===== src/rtl/aes_stream_if.sv =====
// Streaming front-end for the AES core: packs 32-bit words into DATA_IN writes and
// unpacks DATA_OUT blocks into 32-bit words. AES_STREAM_BYTESWAP_EN byte-reverses words on both paths.
module aes_stream_if #(
  parameter int unsigned HoldoffCycles = 2,
  parameter int unsigned CntWidth      = 16
) (
  input  logic                clk_i,
  input  logic                rst_ni,
  input  logic                in_valid_i,
  output logic                in_ready_o,
  input  logic [31:0]         in_data_i,
  output logic                out_valid_o,
  input  logic                out_ready_i,
  output logic [31:0]         out_data_o,
  input  logic                flush_i,
  output logic [127:0]        data_in_o,
  output logic [3:0]          data_in_qe_o,
  input  logic                input_ready_i,
  input  logic [127:0]        data_out_i,
  output logic [3:0]          data_out_re_o,
  input  logic                output_valid_i,
  output logic                busy_o,
  output logic [CntWidth-1:0] blocks_done_o
);
  localparam logic [2:0] HoldLast = 3'(HoldoffCycles - 1);

  typedef enum logic [1:0] {W_COLLECT, W_ISSUE, W_HOLD} w_state_e;
  typedef enum logic [1:0] {R_IDLE, R_READ, R_EMIT, R_HOLD} r_state_e;

  function automatic logic [31:0] word_fmt(input logic [31:0] w);
`ifdef AES_STREAM_BYTESWAP_EN
    return {w[7:0], w[15:8], w[23:16], w[31:24]};
`else
    return w;
`endif
  endfunction

  // ---------------- packer / write path ----------------
  w_state_e     w_state_reg, w_state_next;
  logic [2:0]   wcnt_reg, wcnt_next;
  logic [2:0]   w_hold_reg, w_hold_next;
  logic [31:0]  wbuf_reg [4];
  logic [127:0] wbuf_flat;
  logic [127:0] data_in_reg;
  logic         in_accept, flush_clr, w_issue;

  assign in_ready_o = (wcnt_reg < 3'd4) & ~flush_i;
  assign in_accept  = in_valid_i & in_ready_o;
  // A full buffer is already committed to the core, so flush only drops partial blocks.
  assign flush_clr  = flush_i & (w_state_reg == W_COLLECT) & (wcnt_reg != 3'd4);
  assign w_issue    = (w_state_reg == W_ISSUE) & input_ready_i;

  generate
    for (genvar gi = 0; gi < 4; gi++) begin : g_wflat
      assign wbuf_flat[32*gi +: 32] = wbuf_reg[gi];
    end
  endgenerate

  always_ff @(posedge clk_i or negedge rst_ni) begin
    if (!rst_ni) begin
      for (int i = 0; i < 4; i++) wbuf_reg[i] <= '0;
      wcnt_reg    <= 3'd0;
      w_hold_reg  <= 3'd0;
      w_state_reg <= W_COLLECT;
      data_in_reg <= '0;
    end else begin
      if (in_accept) wbuf_reg[wcnt_reg[1:0]] <= word_fmt(in_data_i);
      if (w_issue)   data_in_reg <= wbuf_flat;
      wcnt_reg    <= wcnt_next;
      w_hold_reg  <= w_hold_next;
      w_state_reg <= w_state_next;
    end
  end

  always_comb begin
    wcnt_next = wcnt_reg;
    if (w_issue || flush_clr) wcnt_next = 3'd0;
    else if (in_accept)       wcnt_next = wcnt_reg + 3'd1;
  end

  always_comb begin
    w_state_next = w_state_reg;
    w_hold_next  = 3'd0;
    case (w_state_reg)
      W_COLLECT: if (wcnt_next == 3'd4) w_state_next = W_ISSUE;
      W_ISSUE:   if (input_ready_i) w_state_next = W_HOLD;
      W_HOLD: begin
        w_hold_next = w_hold_reg + 3'd1;
        if (w_hold_reg == HoldLast) w_state_next = W_COLLECT;
      end
      default:   w_state_next = W_COLLECT;
    endcase
  end

  always_comb begin
    data_in_qe_o = {4{w_issue}};
    data_in_o    = w_issue ? wbuf_flat : data_in_reg;
  end

  // ---------------- unpacker / read path ----------------
  r_state_e              r_state_reg, r_state_next;
  logic [1:0]            rcnt_reg, rcnt_next;
  logic [2:0]            r_hold_reg, r_hold_next;
  logic [31:0]           obuf_reg [4];
  logic [31:0]           dout_word [4];
  logic [CntWidth-1:0]   blocks_done_reg, blocks_done_next;
  logic                  out_fire;

  generate
    for (genvar gi = 0; gi < 4; gi++) begin : g_dout
      assign dout_word[gi] = data_out_i[32*gi +: 32];
    end
  endgenerate

  assign out_fire = (r_state_reg == R_EMIT) & out_ready_i;

  always_ff @(posedge clk_i or negedge rst_ni) begin
    if (!rst_ni) begin
      for (int i = 0; i < 4; i++) obuf_reg[i] <= '0;
      rcnt_reg        <= 2'd0;
      r_hold_reg      <= 3'd0;
      r_state_reg     <= R_IDLE;
      blocks_done_reg <= '0;
    end else begin
      if (r_state_reg == R_READ) obuf_reg <= dout_word;
      rcnt_reg        <= rcnt_next;
      r_hold_reg      <= r_hold_next;
      r_state_reg     <= r_state_next;
      blocks_done_reg <= blocks_done_next;
    end
  end

  always_comb begin
    r_state_next     = r_state_reg;
    r_hold_next      = 3'd0;
    rcnt_next        = rcnt_reg;
    blocks_done_next = blocks_done_reg;
    case (r_state_reg)
      R_IDLE: if (output_valid_i) r_state_next = R_READ;
      R_READ: r_state_next = R_EMIT;
      R_EMIT: begin
        if (out_fire) begin
          rcnt_next = rcnt_reg + 2'd1;
          if (rcnt_reg == 2'd3) begin
            blocks_done_next = blocks_done_reg + {{(CntWidth-1){1'b0}}, 1'b1};
            r_state_next     = R_HOLD;
          end
        end
      end
      R_HOLD: begin
        r_hold_next = r_hold_reg + 3'd1;
        if (r_hold_reg == HoldLast) r_state_next = R_IDLE;
      end
      default: r_state_next = R_IDLE;
    endcase
  end

  always_comb begin
    out_valid_o   = (r_state_reg == R_EMIT);
    data_out_re_o = {4{r_state_reg == R_READ}};
    out_data_o    = word_fmt(obuf_reg[rcnt_reg]);
  end

  assign blocks_done_o = blocks_done_reg;
  assign busy_o = (wcnt_reg != 3'd0) | (w_state_reg != W_COLLECT) | (r_state_reg != R_IDLE);

endmodule


===== config.mk =====
export PLATFORM = sky130hd
export DESIGN_NAME = aes_stream_if
export DESIGN_NICKNAME = d
export VERILOG_FILES = /design/src/rtl/aes_stream_if.sv
export SDC_FILE = /design/constraint.sdc
export NUM_CORES = 1
export LEC_CHECK = 0
export ABC_CLOCK_PERIOD_IN_PS = 2900
export CAP_MARGIN = 10
export CORE_ASPECT_RATIO = 0.75
export CORE_MARGIN = 2
export CORE_UTILIZATION = 40
export CTS_CLUSTER_DIAMETER = 150
export DETAILED_ROUTE_END_ITERATION = 6
export GPL_ROUTABILITY_DRIVEN = 0
export HOLD_SLACK_MARGIN = 0.15
export MAX_ROUTING_LAYER = met4
export PLACE_DENSITY = 0.72
export SETUP_SLACK_MARGIN = 0.5
export SYNTH_ARGS = -nofsm -noshare
export SYNTH_HDL_FRONTEND = slang
export SYNTH_SLANG_ARGS = --single-unit

===== constraint.sdc =====
create_clock -name clk_i -period 2.9 [get_ports clk_i]
set_input_delay 0.29 -clock clk_i [delete_from_list [all_inputs] [get_ports clk_i]]
set_output_delay 0.29 -clock clk_i [all_outputs]
set_load 0.005 [all_outputs]

### After elaboration in Yosys (flattened, before gate mapping)

Cells that the tools add are included.
W data, S select, Z words.

* $add $sub $neg: 5
* order comparisons: 4
* eq/ne operators: 17
* muxes and demuxes: 20
* bitwise operators: 11
* reduce and logical (&&, ||, !) cells: 11

Operators with widths (number)
* $bwmux W128: 1
* $mux W128: 1
* $mux W32: 3
* $bmux W32 S2: 1
* $demux W32 S2: 1
* $add A16 B1 Y16 const B: 1
* $mux W2: 7
* $mux W3: 4
* $add A3 B1 Y3 const B: 3
* $eq A2 B2 Y1 const B: 4
* $ne A2 B2 Y1 const B: 4
* $pmux W2 S4: 1
* $and A1 B1 Y1: 6
* $eq A3 B1 Y1 const B: 2
* $ge A3 B3 Y1 const B: 2
* $ne A2 B1 Y1 const B: 3
* $not A2 Y3: 2
* $pmux W2 S3: 1
* $reduce_and A3 Y1: 2
* $eq A2 B1 Y1 const B: 2
* $logic_not A2 Y1: 2
* $reduce_and A4 Y1: 1
* $reduce_bool A2 Y1: 2
* $eq A3 B3 Y1 const B: 1
* 10 further kinds: 11

* flip-flop bits (word level): 415
* input port bits: 167
* output and inout port bits: 187
* word-level logic and storage cells: 84

### Logic depth before layout (Yosys ltp)

* depth in word-level cells: 8
* depth in mapped cells: 8
* gate-level depth less buffers: 6

### Least setup slack after synthesis

No wires, ideal clock.

* path type: reg2reg
* start point: reg r_state_reg[1]
* end point: reg obuf_reg[100] in the netlist's numbering
* library setup time: 0.125 ns
* data arrival time: 1.535 ns
* required time: 2.775 ns
* slack: 1.240 ns
* cell stages (with the launch flop): 6
* path buffers: 2
* period minus slack after synthesis: 1.660 ns
* cells stage by stage: dfrtp_1 -> inv_1 -> ha_1 -> clkbuf_1 -> buf_2 -> mux2_2

* cells in the longest elaborated chain, start to end: 1

RTL lines
* start, declared: RTL line 101 `r_state_e r_state_reg, r_state_next;`
* start signal, assigned: RTL line 128 `r_state_reg <= r_state_next;`
* $eq A2 B1 Y1
* via data_out_re_o[0]: RTL line 20 `output logic [3:0] data_out_re_o,`
* end signal, assigned: RTL line 125 `if (r_state_reg == R_READ) obuf_reg <= dout_word;`
* end, declared: RTL line 104 `logic [31:0] obuf_reg [4];`

The timed path passes the listed nets, and every way through them passes these cells.
A chain may end at the register's enable or synchronous reset.

### Worst setup path after layout

* start point: reg w_state_reg[0]
* end point: out data_in_o[116]

* cells in the longest elaborated chain, start to end: 3

RTL lines
* start, declared: RTL line 39 `w_state_e w_state_reg, w_state_next;`
* start signal, assigned: RTL line 71 `w_state_reg <= w_state_next;`
* $eq A2 B1 Y1: RTL line 51 `assign w_issue = (w_state_reg == W_ISSUE) & input_ready_i;`
* $and A1 B1 Y1: RTL line 51
* $mux W128
* end, declared: RTL line 16 `output logic [127:0] data_in_o,`

Every way passes these cells.

==> results.json <==
{
  "grt_pass1_vias": 11900,
  "fin_ws_ps": 298,
  "dp_hpwl_mm": 28.5,
  "cap_violations": 0,
  "wl_mm": 46.0,
  "cp_common_cell": "nand2_1",
  "status": "finished clean",
  "peakVddDrop_mv": 0.599,
  "grt_max_degree": 89,
  "r2r_slack_ps": 910,
  "worstMarginPinSlew_ps": 736,
  "ys_async_sr_fraction_pct": 100,
  "synth_top_area_share_pct": 60.5,
  "root_buffer": "clkbuf_16",
  "slew_viol_final": 0,
  "ys_types": 38,
  "gr-total-overflow": 0,
  "hold_class": "input pin to flop",
  "crit_path_start_kind": "flop",
  "syn_avg_cell_area_sq_um": 13.5,
  "slew_headroom_pct": 50.9,
  "port_buffers": 353,
  "clock_path_buffers": 3,
  "setup_violations": 0,
  "ant_nets": 0,
  "syn_area_sq_um": 17200,
  "tns_ps": 0,
  "fin_nets": 1885,
  "grt_usage_pct": 20.1,
  "slowest_stage": "clkdlybuf4s50_1",
  "slowest_delay_ps": 500,
  "io-pin-count": 354,
  "hold_viol": 0,
  "coreArea_sq_um": 42200,
  "ys.warnings.count": 0,
  "power_leakage_nw": 12.2,
  "cp_data_required_time_ps": 2610,
  "rows": 65,
  "path_cells": "nand2_2 -> or2_4 -> buf_12 -> buf_16 -> nand2_1 -> nand2_1 -> clkdlybuf4s50_1",
  "fin_crit_sh_pct": 89.7,
  "crit_fanout": 12,
  "start_util_pct": 40.6,
  "drt_iter0_drc": 648,
  "cts_sinks": 415,
  "syn_nets": 1456,
  "die_x_microns": 243,
  "arrival_ps": 2310,
  "synth_edf_count": 0,
  "rsz0062_at_grt": "yes",
  "yosysMostFrequentCell": "dfrtp_1",
  "dr.pass1.iters": 5,
  "dieHeight_microns": 183,
  "viasPerCell": 4.94,
  "crit_path_end_kind": "output pin",
  "drive_gt1_share_pct": 35.1,
  "die_area_sq_um": 44600,
  "skew_ps": 18.8,
  "antenna_found_initial": 1,
  "grt_pass1_wl_mm": 68.1,
  "synth_largest_area_cell": "dfrtp_1",
  "clock_latency_ps": 550,
  "finalCriticalPeriod_ps": 2600,
  "cts_buffers": 41,
  "yosys_register_bits": 415,
  "p_per_area_nw_per_um2": 867,
  "cp_num_buf_inv": 3,
  "ys_top_cells_by_count": "415 x dfrtp_1, 400 x nand2_1, 164 x mux2_2, 90 x mux2_4",
  "synth_seq_area_share_pct": 60.5,
  "post-place-ws_ps": 268,
  "area_growth_pct": 40.6,
  "crit_type": "flop to output pin",
  "totalPowerFinal_mw": 20.9,
  "path_clk_slew_ps": 60,
  "cts_tree": "done",
  "drc": 0,
  "clock.fmax_mhz": 384,
  "cts_htree_levels": 2,
  "synthTopCellsByArea": "dfrtp_1 61%, mux2_2 11%, nand2_1 8.8%",
  "crit_family": "buffers and inverters",
  "vias": 11400,
  "wire_per_inst_microns": 20.0,
  "synthFlopType": "dfrtp_1",
  "syn-instance-count": 1274
}
[per-layer routing]
| layer | track usage [%] | vias up | part of all wire, % |
|---|---|---|---|
| met2 | 32.4 | 362 | 49 |
| met3 | 5.62 | 74 | 7.5 |
| met4 | 4.64 | 0 | 2.0 |
| met1 | 25.5 | 5828 | 42 |
| li1 | - | 5113 | - |
| met5 | - | - | 0 |
[logic make-up (layout without fill, tap and decap cells)]
logic type,Yosys count,in the layout,share of synthesized area [%]
AOI/OAI and AO/OA,9,9,0.350
xor gates and xnor gates,19,19,0.970
adders and majority gates,15,15,1.09
buffers and inverters,84,544,3.71
DFF,415,415,60.5
muxes,290,290,23.1
other,0,1,0
and+or+nand+nor,442,442,10.3
[where the power goes]
part / leakage, nW / internal, mW / switching (mW)
sequential: 5.31 / 7.57 / 1.05
clock: 0.731 / 3.60 / 2.31
combinational: 6.11 / 4.10 / 2.29
[timing repair]
action | in CTS | in global routing
gates resized for setup | 172 | 266
buffers inserted | 18 | 35
hold buffers | 1 | 0
endpoints found under the setup margin | 168 | 161
pin swaps | 1 | 25
cloned | 8 | 12
endpoints found under the hold margin | 78 | 0
[stage by stage]
| step | utilization, % | hold WS [ps] | instances | instance area (sq um) |
|---|---|---|---|---|
| floorplan | - | -5.59 | 1274 | 17200 |
| global placement | 50.3 | 371 | 2155 | 21200 |
| detailed placement | 50.3 | 374 | 2155 | 21200 |
| CTS | 54.9 | 315 | 2256 | 23200 |
| global route | 57.2 | 337 | 2304 | 24100 |
| finish | 57.2 | 358 | 2304 | 24100 |
[cell usage in the layout (no fill, tap or decap), types with 34 or more instances in the layout]
| cell | Yosys | final |
|---|---|---|
| mux2_2 | 164 | 164 |
| clkbuf_2 | 0 | 36 |
| clkbuf_16 | 0 | 51 |
| clkdlybuf4s50_1 | 0 | 234 |
| nand2_1 | 400 | 330 |
| nand2_4 | 0 | 36 |
| buf_4 | 23 | 48 |
| nand2_2 | 0 | 34 |
| mux2_4 | 90 | 90 |
| dfrtp_1 | 415 | 414 |
| dlymetal6s2s_1 | 0 | 48 |
[worst paths after layout]
path                       cells after the start                        from                   endpoint
hold / removal                                 2               data_out_i[0]   obuf_reg[96]$_DFFE_PN0P_
min in group asynchronous                      2                      rst_ni  data_in_reg[73]$_DFF_PN0_
max in group asynchronous                      3                      rst_ni   obuf_reg[92]$_DFFE_PN0P_
setup / recovery                               7  w_state_reg[0]$_DFFE_PN0P_             data_in_o[116]
hold reg to reg                                1     r_hold_reg[0]$_DFF_PN0_    r_hold_reg[0]$_DFF_PN0_
setup reg to reg                               5       wcnt_reg[0]$_DFF_PN0_   wbuf_flat[8]$_DFFE_PN0P_
[cell type report]
type / instances / area, sq um
diodes: 1 / 2.50
clock buffers: 56 / 1190
clock inverters: 18 / 309
fillers: 3278 / 18100
inverters: 10 / 50.0
multi-input cells: 775 / 6520
flip-flops and latches: 415 / 10400
well taps: 569 / 712
repair buffers: 459 / 4940
repair inverters: 1 / 6.26
(Power assumes the default switching activity.)
